[src/rtl/csr_bank_pkg.sv]
// Shared register map, access classes and address decode for the csr_bank
// control/status register file.
package csr_bank_pkg;

   localparam logic [31:0] ADDR_ID         = 32'h00;
   localparam logic [31:0] ADDR_VER_MAJ    = 32'h01;
   localparam logic [31:0] ADDR_VER_MIN    = 32'h02;
   localparam logic [31:0] ADDR_EVT_STATUS = 32'h03;
   localparam logic [31:0] ADDR_EVT_ENABLE = 32'h04;
   localparam logic [31:0] ADDR_ERR_COUNT  = 32'h05;
   localparam logic [31:0] ADDR_SYS_CTRL   = 32'h06;
   localparam logic [31:0] ADDR_SCRATCH    = 32'h08;
   localparam logic [31:0] ADDR_LED        = 32'h20;
   localparam logic [31:0] ADDR_SW_IN      = 32'h22;

   typedef enum logic [2:0] {
      ACC_RO,
      ACC_RW,
      ACC_W1C,
      ACC_RC,
      ACC_NONE
   } csr_acc_e;

   function automatic csr_acc_e csr_acc(input logic [31:0] addr, input int unsigned n_scratch);
      csr_acc_e acc;
      acc = ACC_NONE;
      case (addr)
         ADDR_ID, ADDR_VER_MAJ, ADDR_VER_MIN, ADDR_SW_IN: acc = ACC_RO;
         ADDR_EVT_STATUS:                                 acc = ACC_W1C;
         ADDR_EVT_ENABLE, ADDR_SYS_CTRL, ADDR_LED:        acc = ACC_RW;
         ADDR_ERR_COUNT:                                  acc = ACC_RC;
         default:                                         acc = ACC_NONE;
      endcase
      if (addr >= ADDR_SCRATCH && addr < ADDR_SCRATCH + n_scratch)
         acc = ACC_RW;
      return acc;
   endfunction

endpackage

[src/rtl/csr_bank_sticky_evt.sv]
// Sticky event status: rising-edge capture with W1C and soft-clear, where a
// new edge always beats a clear landing on the same bit in the same cycle.
module sticky_evt
   import csr_bank_pkg::*;
#(
   parameter int unsigned N = 4
) (
   input  logic         clk,
   input  logic         rst_n,
   input  logic [N-1:0] evt_in,
   input  logic [N-1:0] w1c,
   input  logic         soft_clr,
   output logic [N-1:0] status
);

   logic [N-1:0] evt_prev;
   logic [N-1:0] set;
   logic [N-1:0] clr;

   assign set = evt_in & ~evt_prev;
   assign clr = w1c | {N{soft_clr}};

   // evt_prev resets high so sources already asserted at reset release stay quiet
   always_ff @(posedge clk or negedge rst_n) begin
      if (!rst_n) begin
         evt_prev <= '1;
         status   <= '0;
      end else begin
         evt_prev <= evt_in;
         status   <= (status & ~clr) | set;
      end
   end

endmodule

[src/rtl/csr_bank.sv]
// Control/status register bank behind the I2C slave register port: registered
// reads, W1C events with masked irq, saturating clear-on-read error counter.
module csr_bank
   import csr_bank_pkg::*;
#(
   parameter int unsigned DATA_W    = 8,
   parameter int unsigned ADDR_W    = 8,
   parameter int unsigned N_SCRATCH = 4,
   parameter int unsigned N_EVT     = 4,
   parameter logic [7:0]  DEVICE_ID = 8'hA7,
   parameter logic [7:0]  VER_MAJ   = 8'h02,
   parameter logic [7:0]  VER_MIN   = 8'h00
) (
   input  logic              clk,
   input  logic              rst_n,
   input  logic [ADDR_W-1:0] reg_addr,
   input  logic [DATA_W-1:0] reg_wdata,
   input  logic              reg_wr,
   input  logic              reg_rd,
   output logic [DATA_W-1:0] reg_rdata,
   output logic              reg_rvalid,
   output logic              reg_err,
   input  logic [N_EVT-1:0]  evt_in,
   input  logic              err_in,
   input  logic [DATA_W-1:0] sw_in,
   output logic [DATA_W-1:0] led_out,
   output logic              irq
);

   logic [31:0]       addr_x;
   csr_acc_e          acc;
   logic              wr_ok;
   logic              wr_bad;
   logic              rd_bad;
   logic              soft_clr;
   logic              rc_clr;
   logic [N_EVT-1:0]  w1c;
   logic [N_EVT-1:0]  evt_status;
   logic [N_EVT-1:0]  evt_en;
   logic [DATA_W-1:0] sys_ctrl;
   logic [DATA_W-1:0] scratch [N_SCRATCH];
   logic [DATA_W-1:0] err_cnt;
   logic [DATA_W-1:0] sw_meta;
   logic [DATA_W-1:0] sw_sync;
   logic [DATA_W-1:0] rd_mux;

   assign addr_x   = 32'(reg_addr);
   assign acc      = csr_acc(addr_x, N_SCRATCH);
   assign wr_ok    = reg_wr && (acc == ACC_RW || acc == ACC_W1C);
   assign wr_bad   = reg_wr && (acc == ACC_RO || acc == ACC_RC || acc == ACC_NONE);
   assign rd_bad   = reg_rd && (acc == ACC_NONE);
   assign soft_clr = wr_ok && addr_x == ADDR_SYS_CTRL && reg_wdata[0];
   assign rc_clr   = reg_rd && addr_x == ADDR_ERR_COUNT;
   assign w1c      = (wr_ok && addr_x == ADDR_EVT_STATUS) ? reg_wdata[N_EVT-1:0] : '0;

   sticky_evt #(.N(N_EVT)) u_evt (
      .clk      (clk),
      .rst_n    (rst_n),
      .evt_in   (evt_in),
      .w1c      (w1c),
      .soft_clr (soft_clr),
      .status   (evt_status)
   );

   always_comb begin
      rd_mux = '0;
      case (addr_x)
         ADDR_ID:         rd_mux = DATA_W'(DEVICE_ID);
         ADDR_VER_MAJ:    rd_mux = DATA_W'(VER_MAJ);
         ADDR_VER_MIN:    rd_mux = DATA_W'(VER_MIN);
         ADDR_EVT_STATUS: rd_mux[N_EVT-1:0] = evt_status;
         ADDR_EVT_ENABLE: rd_mux[N_EVT-1:0] = evt_en;
         ADDR_ERR_COUNT:  rd_mux = err_cnt;
         ADDR_SYS_CTRL:   rd_mux = sys_ctrl;
         ADDR_LED:        rd_mux = led_out;
         ADDR_SW_IN:      rd_mux = sw_sync;
         default:         rd_mux = '0;
      endcase
      for (int unsigned i = 0; i < N_SCRATCH; i++)
         if (addr_x == ADDR_SCRATCH + i) rd_mux = scratch[i];
   end

   always_ff @(posedge clk or negedge rst_n) begin
      if (!rst_n) begin
         evt_en   <= '0;
         sys_ctrl <= '0;
         led_out  <= '0;
         for (int unsigned i = 0; i < N_SCRATCH; i++) scratch[i] <= '0;
      end else if (wr_ok) begin
         if (addr_x == ADDR_EVT_ENABLE) evt_en <= reg_wdata[N_EVT-1:0];
         // bit0 is a strobe only; it never stays set
         if (addr_x == ADDR_SYS_CTRL)   sys_ctrl <= {reg_wdata[DATA_W-1:1], 1'b0};
         if (addr_x == ADDR_LED)        led_out <= reg_wdata;
         for (int unsigned i = 0; i < N_SCRATCH; i++)
            if (addr_x == ADDR_SCRATCH + i) scratch[i] <= reg_wdata;
      end
   end

   always_ff @(posedge clk or negedge rst_n) begin
      if (!rst_n)
         err_cnt <= '0;
      else if (soft_clr || rc_clr)
         err_cnt <= err_in ? DATA_W'(1) : '0;
      else if (err_in && err_cnt != '1)
         err_cnt <= err_cnt + DATA_W'(1);
   end

   always_ff @(posedge clk or negedge rst_n) begin
      if (!rst_n) begin
         sw_meta    <= '0;
         sw_sync    <= '0;
         reg_rdata  <= '0;
         reg_rvalid <= 1'b0;
         reg_err    <= 1'b0;
         irq        <= 1'b0;
      end else begin
         sw_meta    <= sw_in;
         sw_sync    <= sw_meta;
         reg_rvalid <= reg_rd;
         reg_err    <= rd_bad || wr_bad;
         irq        <= |(evt_status & evt_en);
         if (reg_rd) reg_rdata <= rd_mux;
      end
   end

endmodule

[config.mk]
export PLATFORM = sky130hd
export DESIGN_NAME = csr_bank
export DESIGN_NICKNAME = d
export VERILOG_FILES = /design/src/rtl/csr_bank_pkg.sv /design/src/rtl/csr_bank_sticky_evt.sv /design/src/rtl/csr_bank.sv
export SDC_FILE = /design/constraint.sdc
export NUM_CORES = 1
export LEC_CHECK = 0
export CORE_MARGIN = 2
export CORE_UTILIZATION = 50
export CTS_CLUSTER_SIZE = 24
export DETAILED_ROUTE_END_ITERATION = 7
export PLACE_DENSITY = 0.72
export SLEW_MARGIN = 20
export SYNTH_ARGS = -nofsm -noshare
export SYNTH_HDL_FRONTEND = slang
export SYNTH_HIERARCHICAL = 1
export SYNTH_SLANG_ARGS = --single-unit
[constraint.sdc]
create_clock -name clk -period 1.6 [get_ports clk]
set_input_delay 0.32 -clock clk [delete_from_list [all_inputs] [get_ports clk]]
set_output_delay 0.32 -clock clk [all_outputs]
set_load 0.01 [all_outputs]
==> out/qor.yml <==
path_cells: "buf_2, buf_6, buf_6, nor2b_4, buf_6, buf_4, buf_4, a22o_1, nand3_1, a21oi_1, o31a_1"
dieWidth_um: 98.8
place_congestion: 0.899
synthDistinctLibCells: 55
initial_core_util: 0.515
synth_fa_ha_area_frac: 0.00278
cts_sinks: 94
final_layout_size_suffix_gt1_frac: 0.419
routed_via_density: 5.98
async_flop_share: 1.00
critPathKind: "input port to flip-flop"
synth-edff-count: 0
grt_pass1_vias: 3814
arrival_ps: 1860
setup.worst_path.end_class: "flip-flop"
yosysSeqAreaShare: 0.524
layout.nets: 553
slew_viol_final: 0
synth_top_area_frac: 0.501
final_cell_area_sq_mm: 0.00652
port_buffers: 51
grt_pass1_wl_mm: 20.9
required_ps: 1860
post-route-util: 0.747
cts_buffer_depth: 2
crit_fanout: 6
cpMaxStageDelayCell: "o31a_1"
clkTransAtPathRegs_ps: 90
worst_pin_slew_ps: 431
yosysMostFrequentCell: "dfrtp_1"
grt_antenna_before_repair: 0
fin_skew_ps: 9.52
cts_made_buffers: 9
synth_ff_type: "dfrtp_1"
crit_top_cell: "buf_6"
regToRegStartpoint: "err_cnt[0]"
placed_cell_area_sq_mm: 0.00577
yosysWarnings: 6
first_pass_iters: 5
vias: 3772
syn-num-nets: 421
dr.first_iter.drc_count: 255
drc: 0
final_antenna_net_count: 0
status: "completed"
max_freq_ghz: 0.626
cap_violations: 0
n_antenna_cell: 0
synth-xor-area-share: 0.0156
leakagePower_uw: 0.00303
hold_violations: 0
synthCells: 387
grt_max_degree: 38
synth.largest_area_cell: "dfrtp_1"
max-vdd-ir-drop_uv: 612
routed_wl_mm: 13.5
dieArea_sq_mm: 0.00976
synth.area.top_cells: "dfrtp_1 50%, mux2_2 13%, o21ai_0 2.6%"
synthTopCellsByCount: "90 x dfrtp_1, 50 x mux2_2, 27 x nor2_1, 23 x o21ai_0"
holdPathEnd: "sw_sync[1]"
globalRouteOverflowTotal: 0
reg2reg_slack_ps: 130
hp-class: "flip-flop to flip-flop"
coreArea_sq_mm: 0.00872
grtUsageTotal: 0.279
hp-start: "sw_meta[1]"
cp_slowest_stage_delay_ps: 280
timing.final.crit_share: 0.999
synth-compound-area-share: 0.130
die_y_um: 98.8
crit_path_start_kind: "input port"
synth_top_family_by_area: "multiplexers"
ys_seq_elements: 94
yosys.area_share.simple: 0.145
areaGrowthSynthToFinish_pct: 45.0
powerDensity_mw_per_mm2: 841
rsz0062_at_grt: "true"
num_rows: 34
synthMuxAreaShare: 0.148
clkLatencyLatePin_ps: 370
slew_headroom: 0.713
worst_path_dominant_cell_family: "buffers and inverters"
finalSetupViolCount: 0
hpwl_mm: 9.05
path_buf_inv: 6
reg2reg_depth: 5
cts_tree: "yes"
wl_per_cell_um: 21.4
ios: 52
htreeDepth: 3
avgSynthCellArea_sq_um: 11.6
hold_depth: 0
cts_root_buffer: "clkbuf_8"
reg2reg_to: "err_cnt[5]"
synth.cell_area_sq_mm: 0.00449
min_period_ps: 1600
[metal layers]
metal,up-vias,part of all wire,GRT usage
met4,0,0.022,0.0875
met1,1946,0.43,0.388
met5,-,0,0
met2,133,0.49,0.446
li1,1667,-,-
met3,26,0.059,0.0532
[cell type report]
| class | instances | area, sq um |
|---|---|---|
| repair buffers | 139 | 1320 |
| clock inverters | 6 | 119 |
| clock buffers | 9 | 124 |
| well taps | 108 | 135 |
| multi-input cells | 258 | 2400 |
| fillers | 562 | 2200 |
| flip-flops and latches | 94 | 2360 |
| inverters | 17 | 63.8 |
[logic make-up (layout without fill, tap and decap cells)]
group,Yosys count,count (layout)
multiplexers,60,60
adder cells (fa/ha/maj),1,1
AND/OR/NAND/NOR,105,105
AO/OA/AOI/OAI,84,84
flip-flops,94,94
XOR/XNOR,8,8
buffers and inverters,35,171
[report_power, final]
part | switching, uW | total [uW] | internal [uW]
sequential | 110 | 2620 | 2510
clock | 876 | 1920 | 1050
combinational | 476 | 938 | 461
[sequential cells by signal, indices dropped and copies added (netlist names)]
signal          flops
u_evt/status        4
irq                 1
scratch            32
err_cnt             8
reg_rvalid          1
sys_ctrl            7
reg_err             1
sw_sync             8
evt_en              4
u_evt/evt_prev      4
led_out             8
reg_rdata           8
sw_meta             8
[placed cells by master (no fill, tap or decap), types with 4 or more instances in the layout]
master	instances
nand3_1	15
clkdlybuf4s50_1	25
and3_1	4
o221ai_1	5
mux2i_1	7
a22oi_1	6
a21oi_1	11
mux2_4	42
nor4_4	5
nand4_1	4
nor2b_1	4
buf_6	19
o21ai_0	20
clkbuf_8	9
nor2_1	23
nand2_1	15
dfrtp_1	90
buf_12	9
xnor2_1	5
o32ai_2	4
mux2_2	11
and2_1	4
dlygate4sd2_1	15
inv_1	17
dfstp_2	4
buf_4	61
buf_2	5
nor3_4	4
[how the worst max path moves through the flow]
stage / startpoint / end / slack, ps / cells past startpoint
6_report: reg_addr[3] / reg_rdata[2] / 1 / 11
5_1_grt: reg_addr[5] / reg_rdata[7] / -30 / 8
4_1_cts: reg_addr[4] / reg_rdata[4] / -60 / 7
3_5_place_dp: reg_addr[2] / reg_rdata[0] / -1090 / 8
3_3_place_gp: reg_addr[2] / reg_rdata[0] / -1030 / 8
2_1_floorplan: reg_addr[0] / sys_ctrl[4] / -340 / 6
[timing repair]
| item | CTS | global route |
|---|---|---|
| endpoints found under the setup margin | 87 | 50 |
| setup buffers | 17 | 6 |
| hold buffers | 1 | 0 |
| resized for setup | 98 | 36 |
| hold endpoints to repair | 25 | 0 |
| pin swaps | 18 | 19 |
| cloned | 0 | 0 |
[metrics by stage]
step	TNS, ps	hold slack, ps	power, uW	std cells	worst slack [ps]
CTS	-82.8	360	5420	625	-60.1
finish	0	359	5480	631	1.39
global placement	-54670	283	3450	593	-1030
detailed placement	-57130	293	3480	593	-1090
global route	-311	372	5670	631	-31.5
floorplan	-16750	24.4	3020	387	-344
No activity file was read; power rests on OpenSTA's default activity.
